`src/rtl/show_capture.sv`:
```
// show_capture: rebuilds per-digit segment registers from a scanned 7-segment bus and checks scan order.
// Optional SHOW_CAPTURE_HEX_EN adds a registered per-digit hex decoder (digits_hex/digits_ok).
module show_capture #(
  parameter int unsigned NUM_DIGITS = 7
) (
  input  logic                      low_h,
  input  logic                      rst,
  input  logic [7:0]                led,
  input  logic [6:0]                content,
  output logic [7*NUM_DIGITS-1:0]   digits_seg,
  output logic [4*NUM_DIGITS-1:0]   digits_hex,
  output logic [NUM_DIGITS-1:0]     digits_ok,
  output logic                      locked,
  output logic                      frame_done,
  output logic                      seq_err
);
  typedef enum logic {SYNC, RUN} state_t;
  localparam logic [2:0] FIRST = (NUM_DIGITS == 1) ? 3'd0 : 3'd1;
  localparam logic [2:0] LAST  = 3'(NUM_DIGITS - 1);
  state_t     state_q, state_d;
  logic [7:0] led_q;
  logic [6:0] content_q;
  logic [2:0] exp_q, exp_d, idx;
  logic       idle, is_dig, store, fd_d, se_d, frame_done_q, seq_err_q;
  logic [6:0] seg_q [NUM_DIGITS];
  always_comb begin
    idle   = led_q == 8'hFF;
    is_dig = 1'b0;
    idx    = 3'd0;
    for (int k = 0; k < 8; k++)
      if (k < int'(NUM_DIGITS) && led_q == ~(8'b1 << k)) begin
        is_dig = 1'b1;
        idx    = 3'(k);
      end
  end
  always_comb begin
    state_d = state_q;
    exp_d   = exp_q;
    store   = 1'b0;
    fd_d    = 1'b0;
    se_d    = 1'b0;
    if (!idle && !is_dig) begin
      se_d    = 1'b1;
      state_d = SYNC;
    end else if (is_dig && state_q == SYNC) begin
      if (idx == 3'd0) begin
        store   = 1'b1;
        state_d = RUN;
        exp_d   = FIRST;
        fd_d    = NUM_DIGITS == 1;
      end
    end else if (is_dig && idx == exp_q) begin
      store = 1'b1;
      fd_d  = idx == LAST;
      exp_d = (idx == LAST) ? 3'd0 : exp_q + 3'd1;
    end else if (is_dig) begin
      // out-of-order digit 0 is taken as the start of a fresh frame
      se_d = 1'b1;
      if (idx == 3'd0) begin
        store = 1'b1;
        exp_d = FIRST;
      end else state_d = SYNC;
    end
  end
`ifdef SHOW_CAPTURE_HEX_EN
  logic [3:0] hex_q [NUM_DIGITS];
  logic       ok_q  [NUM_DIGITS];
  function automatic logic [4:0] decode(input logic [6:0] s);
    case (s)
      7'h40: decode = 5'h10; 7'h79: decode = 5'h11; 7'h24: decode = 5'h12; 7'h30: decode = 5'h13;
      7'h19: decode = 5'h14; 7'h12: decode = 5'h15; 7'h02: decode = 5'h16; 7'h78: decode = 5'h17;
      7'h00: decode = 5'h18; 7'h10: decode = 5'h19; 7'h08: decode = 5'h1A; 7'h03: decode = 5'h1B;
      7'h46: decode = 5'h1C; 7'h21: decode = 5'h1D; 7'h06: decode = 5'h1E; 7'h0E: decode = 5'h1F;
      default: decode = 5'h00;
    endcase
  endfunction
`endif
  always_ff @(posedge low_h) begin
    if (rst) begin
      led_q        <= 8'hFF;
      content_q    <= 7'h7F;
      state_q      <= SYNC;
      exp_q        <= 3'd0;
      frame_done_q <= 1'b0;
      seq_err_q    <= 1'b0;
      for (int k = 0; k < int'(NUM_DIGITS); k++) begin
        seg_q[k] <= 7'h7F;
`ifdef SHOW_CAPTURE_HEX_EN
        hex_q[k] <= 4'h0;
        ok_q[k]  <= 1'b0;
`endif
      end
    end else begin
      led_q        <= led;
      content_q    <= content;
      state_q      <= state_d;
      exp_q        <= exp_d;
      frame_done_q <= fd_d;
      seq_err_q    <= se_d;
      for (int k = 0; k < int'(NUM_DIGITS); k++)
        if (store && idx == 3'(k)) begin
          seg_q[k] <= content_q;
`ifdef SHOW_CAPTURE_HEX_EN
          {ok_q[k], hex_q[k]} <= decode(content_q);
`endif
        end
    end
  end
  for (genvar g = 0; g < int'(NUM_DIGITS); g++) begin : g_out
    assign digits_seg[7*g +: 7] = seg_q[g];
`ifdef SHOW_CAPTURE_HEX_EN
    assign digits_hex[4*g +: 4] = hex_q[g];
    assign digits_ok[g]         = ok_q[g];
`endif
  end
`ifndef SHOW_CAPTURE_HEX_EN
  assign digits_hex = '0;
  assign digits_ok  = '0;
`endif
  assign locked     = state_q == RUN;
  assign frame_done = frame_done_q;
  assign seq_err    = seq_err_q;
endmodule

```
`config.mk`:
```
export PLATFORM = sky130hd
export DESIGN_NAME = show_capture
export DESIGN_NICKNAME = d
export VERILOG_FILES = /design/src/rtl/show_capture.sv
export SDC_FILE = /design/constraint.sdc
export NUM_CORES = 1
export LEC_CHECK = 0
export ABC_AREA = 0
export CELL_PAD_IN_SITES_DETAIL_PLACEMENT = 2
export CELL_PAD_IN_SITES_GLOBAL_PLACEMENT = 2
export CORE_MARGIN = 4
export CORE_UTILIZATION = 31
export CTS_CLUSTER_DIAMETER = 150
export DETAILED_ROUTE_END_ITERATION = 7
export HOLD_SLACK_MARGIN = 0.03
export MAX_ROUTING_LAYER = met4
export PLACE_DENSITY_LB_ADDON = 0.1
export SKIP_CTS_REPAIR_TIMING = 1
export SYNTH_ARGS = -nofsm -noshare
export SYNTH_HDL_FRONTEND = slang
export SYNTH_SLANG_ARGS = --single-unit
```
`constraint.sdc`:
```
create_clock -name low_h -period 4.5 [get_ports low_h]
set_clock_uncertainty 0.2 [all_clocks]
set_input_delay 0.45 -clock low_h [delete_from_list [all_inputs] [get_ports low_h]]
set_output_delay 0.45 -clock low_h [all_outputs]
set_load 0.05 [all_outputs]
```
# == Yosys cells after proc, flatten, opt, wreduce, memory -nomap -nowiden ==
# Memories as Yosys holds them, arrays and structs flattened.
# Cells that the tools add are included.
# classes
n_mux,62
n_shift,0
div,0
multipliers,0
bitwise,10
addsub,1
n_reduce_logical,19
n_lt_le_gt_ge,0
eq_ne,18
# op_table
op,n
8-bit == test (second input constant),8
7-bit 2-to-1 mux,7
1-bit 2-to-1 mux,45
3-bit 2-to-1 mux,8
1-bit logical AND,10
3-bit == test (second input constant),3
1-bit bitwise OR,7
3-bit by 2-bit == test with 1-bit output (second input constant),2
2-bit 2-to-1 mux,2
2-bit != test (second input constant),2
4-bit AND reduction,1
4-bit OR reduction,1
3-bit by 1-bit adder with 3-bit output (second input constant),1
3-bit by 1-bit == test with 1-bit output (second input constant),1
3-bit == test,1
3-bit zero test,1
1-bit NOT,3
3-bit nonzero test,1
1-bit zero test,2
2-bit by 1-bit != test with 1-bit output (second input constant),1
2-bit AND reduction,1
2-bit nonzero test,1
2-bit OR reduction,1
# word_totals
word_cells,117
romBits,0
out_inout_bits,87
ram_bits,49
mem_count,1
input_bits,17
latchBits,0
regBits,21
# memory_table
memory,words,word_bits,read_ports,rd_ports_with_merged_regs,wr,line_no,rtl
seg_q,7,7,7,0,7,25,logic [6:0] seg_q [NUM_DIGITS];

# == Depth between registers and ports, before layout ==
# depth
depth_word,18
depth_mapped,7
mapped_depth_nobuf,6

# == Worst setup path after synthesis ==
# Ideal clock, no wire load.
# synth_path
kind,register to register
from,register led_q[2]
to,memory seg_q[2][0] (enable)
synth_period_minus_slack_ps,2637
path_buffers,1
required_time_ps,3976
t_arrival_ps,2113
setup_ps,324
setup_slack_ps,1863
stages_incl_launch_ff,8
cell_sequence,dfxtp_1 > buf_4 > xnor2_1 > a2111oi_2 > xnor2_2 > o311ai_4 > nor3_2 > or2_1
# synth_lines
element,line_no,rtl
start: declaration,21,logic [7:0] led_q;
start signal: assignment,94,led_q <= led;
end: declaration,25,

==> results.toml <==
[synthesis]
yosys_warnings = 0
synth-seq-cells = 70
netlist_area_um2 = 3230
ys_seq_area_frac = 0.586
synthFlopType = "edfxtp_1"
avgSynthCellArea_um2 = 11.3
synth_edf_count = 49
ys_async_sr_fraction = 0
ys_types = 48
syn_inst = 286

[cells_and_area]
final_area_um2 = 4130
mostFrequentLayoutCell = "clkdlybuf4s50_1"
area_growth_pct = 27.9
fin_nets = 373
fill_cells = 1039
n_antenna_cell = 0
drive_gt1_frac = 0.133
final_cell_mix = "clkdlybuf4s50_1, nand2_1, edfxtp_1, conb_1, dfxtp_1"

[min_path]
hp-class = "reg2reg"

[place]
postPlaceCellArea_um2 = 3900
globalplace.congestion = 0.832
port_buffers = 68
dp_hpwl_um = 6990

[timing]
maxSlewHeadroom = 0.468
slew_violations = 0
fin_crit_sh = 0.709
whs_ns = 0.383
min_period_ns = 3.19
hold_violations = 0
fmax_mhz = 314
worstMarginPinSlew_ns = 0.795
setup-tns-final_ns = 0
setup_viol = 0
grt_setup_unrepaired = "false"

[clocking]
cts_buffers = 9
clock_path_buffers = 2
h-tree-depth = 3
clkLatencyLatePin_ns = 0.36
cts_tree = "done"
clkTransAtPathRegs_ns = 0.09
ctsRootBufferMaster = "clkbuf_8"
clkSinkCount = 70

[setup_path]
critical_path_class = "reg2reg"
crit_family = "simple AND/OR/NAND/NOR gates"
worst-path-buf-inv = 0
cp-end-kind = "flip-flop"
arrival_ns = 3.04
crit_fanout = 12
path_cells = "xnor2_1, a2111oi_2, xnor2_2, o311ai_4, nor3_2, or2_2"
critPathMaxStageDelay_ns = 0.62
crit_slowest_cell = "dfxtp_1"
required_ns = 4.35
cp-start-kind = "flip-flop"

[die]
core_area_um2 = 9950
rows = 36
dieArea_um2 = 12100
die_h_um = 110
num_io_pins = 104
die_w_um = 110
start_util = 0.324

[drt]
vias = 2267
wl_per_cell_um = 18.2
first_iter_violations = 113
wl_um = 8990
postRouteAntennaNets = 0
drt-pass1-iter-count = 4
route.detailed.drc = 0
via_per_inst = 4.60

[grt]
grt_overflow = 0
grt_pass1_vias = 2446
antenna_found_initial = 0
grt_pass1_wl_um = 13800
grt.total_usage = 0.160
grt_max_degree = 22

[pwr]
irDropWorstVdd_mv = 0.177
switchingPower_uw = 414
internal_power_mw = 1.06
power_frac_seq = 0.481
p_comb_frac = 0.123
p_clk_frac = 0.396
switching_share = 0.280
p_leak_nw = 1.34
power_density_nw_per_um2 = 358

[status]
outcome = "finished clean"

[flow_run]
maxCapViolCount = 0
cell type report:
class / instances / area [um^2] / share of cell area
timing repair buffer: 69 / 688 / 0.167
clock inverter: 7 / 106 / 0.0258
sequential: 70 / 1890 / 0.458
tap: 133 / 166 / 0.0403
inverter: 13 / 48.8 / 0.0118
multi-input combinational: 192 / 1100 / 0.267
clock buffer: 9 / 124 / 0.0300
through the flow:
stage / utilization / setup slack (ns) / instances / power (mW)
floorplan: - / 1.86 / 320 / 0.887
global placement: 0.392 / 1.45 / 477 / 0.904
detailed placement: 0.392 / 1.37 / 477 / 0.907
CTS: 0.415 / 1.33 / 493 / 1.50
global route: 0.415 / 1.01 / 493 / 1.54
finish: 0.415 / 1.31 / 493 / 1.48
power groups by stage:
stage / registers, mW / clock network [mW] / logic (mW)
2_1_floorplan: 0.729 / 0 / 0.158
3_3_place_gp: 0.725 / 0 / 0.179
3_5_place_dp: 0.725 / 0 / 0.182
4_1_cts: 0.711 / 0.602 / 0.183
5_1_grt: 0.713 / 0.632 / 0.196
6_report: 0.710 / 0.585 / 0.182
flip-flops by register name, indices dropped and copies added, names as in the netlist:
| signal | count |
|---|---|
| locked | 1 |
| frame_done | 1 |
| content_q | 7 |
| led_q | 8 |
| exp_q | 3 |
| seq_err | 1 |
| seg_q | 49 |
worst min-delay path, delay by kind of cell (launching register included):
kind            cells  cell delay [ns]
flops               1             0.35
compound gates      2             0.18
cell usage after synthesis, types with 3 or more instances:
cell type	instances	area (um^2)
edfxtp_1	49	1470
nand2_1	49	184
buf_4	37	278
dfxtp_1	21	420
or2_2	20	125
inv_1	13	48.8
nor2_1	10	37.5
a21oi_1	8	40.0
nor3_1	7	35.0
nand3_1	6	30.0
or3_1	6	37.5
buf_2	4	20.0
clkbuf_1	4	15.0
a211oi_1	3	22.5
and3b_1	3	26.3
nand4_1	3	18.8
o21ai_0	3	15.0
xnor2_1	3	26.3
final timing paths:
check / startpoint / slack [ns] / cells past startpoint / end
setup / recovery: led_q[6] / 1.31 / 6 / seg_q[4][6]
hold / removal: exp_q[2] / 0.38 / 2 / exp_q[2]
setup reg to reg: led_q[6] / 1.31 / 6 / seg_q[4][6]
hold reg to reg: exp_q[2] / 0.38 / 2 / exp_q[2]
cells by family (layout without fill, tap and decap cells):
kind of cell | count (synthesis) | count (layout) | synth area share
buffers and inverters | 58 | 98 | 0.112
xor gates and xnor gates | 6 | 6 | 0.0186
AOI/OAI and AO/OA | 27 | 27 | 0.0659
and+or+nand+nor | 122 | 122 | 0.209
adders and majority gates | 2 | 2 | 0.00698
other | 1 | 35 | 0.00116
DFF | 70 | 70 | 0.586
routing by layer:
metal,wire (um),vias to the layer above,track usage
met1,3650,1116,0.181
met4,140,0,0.0472
li1,-,1059,-
met5,0,-,-
met2,4690,81,0.285
met3,501,11,0.0349
Power figures use the tool's default switching activity.
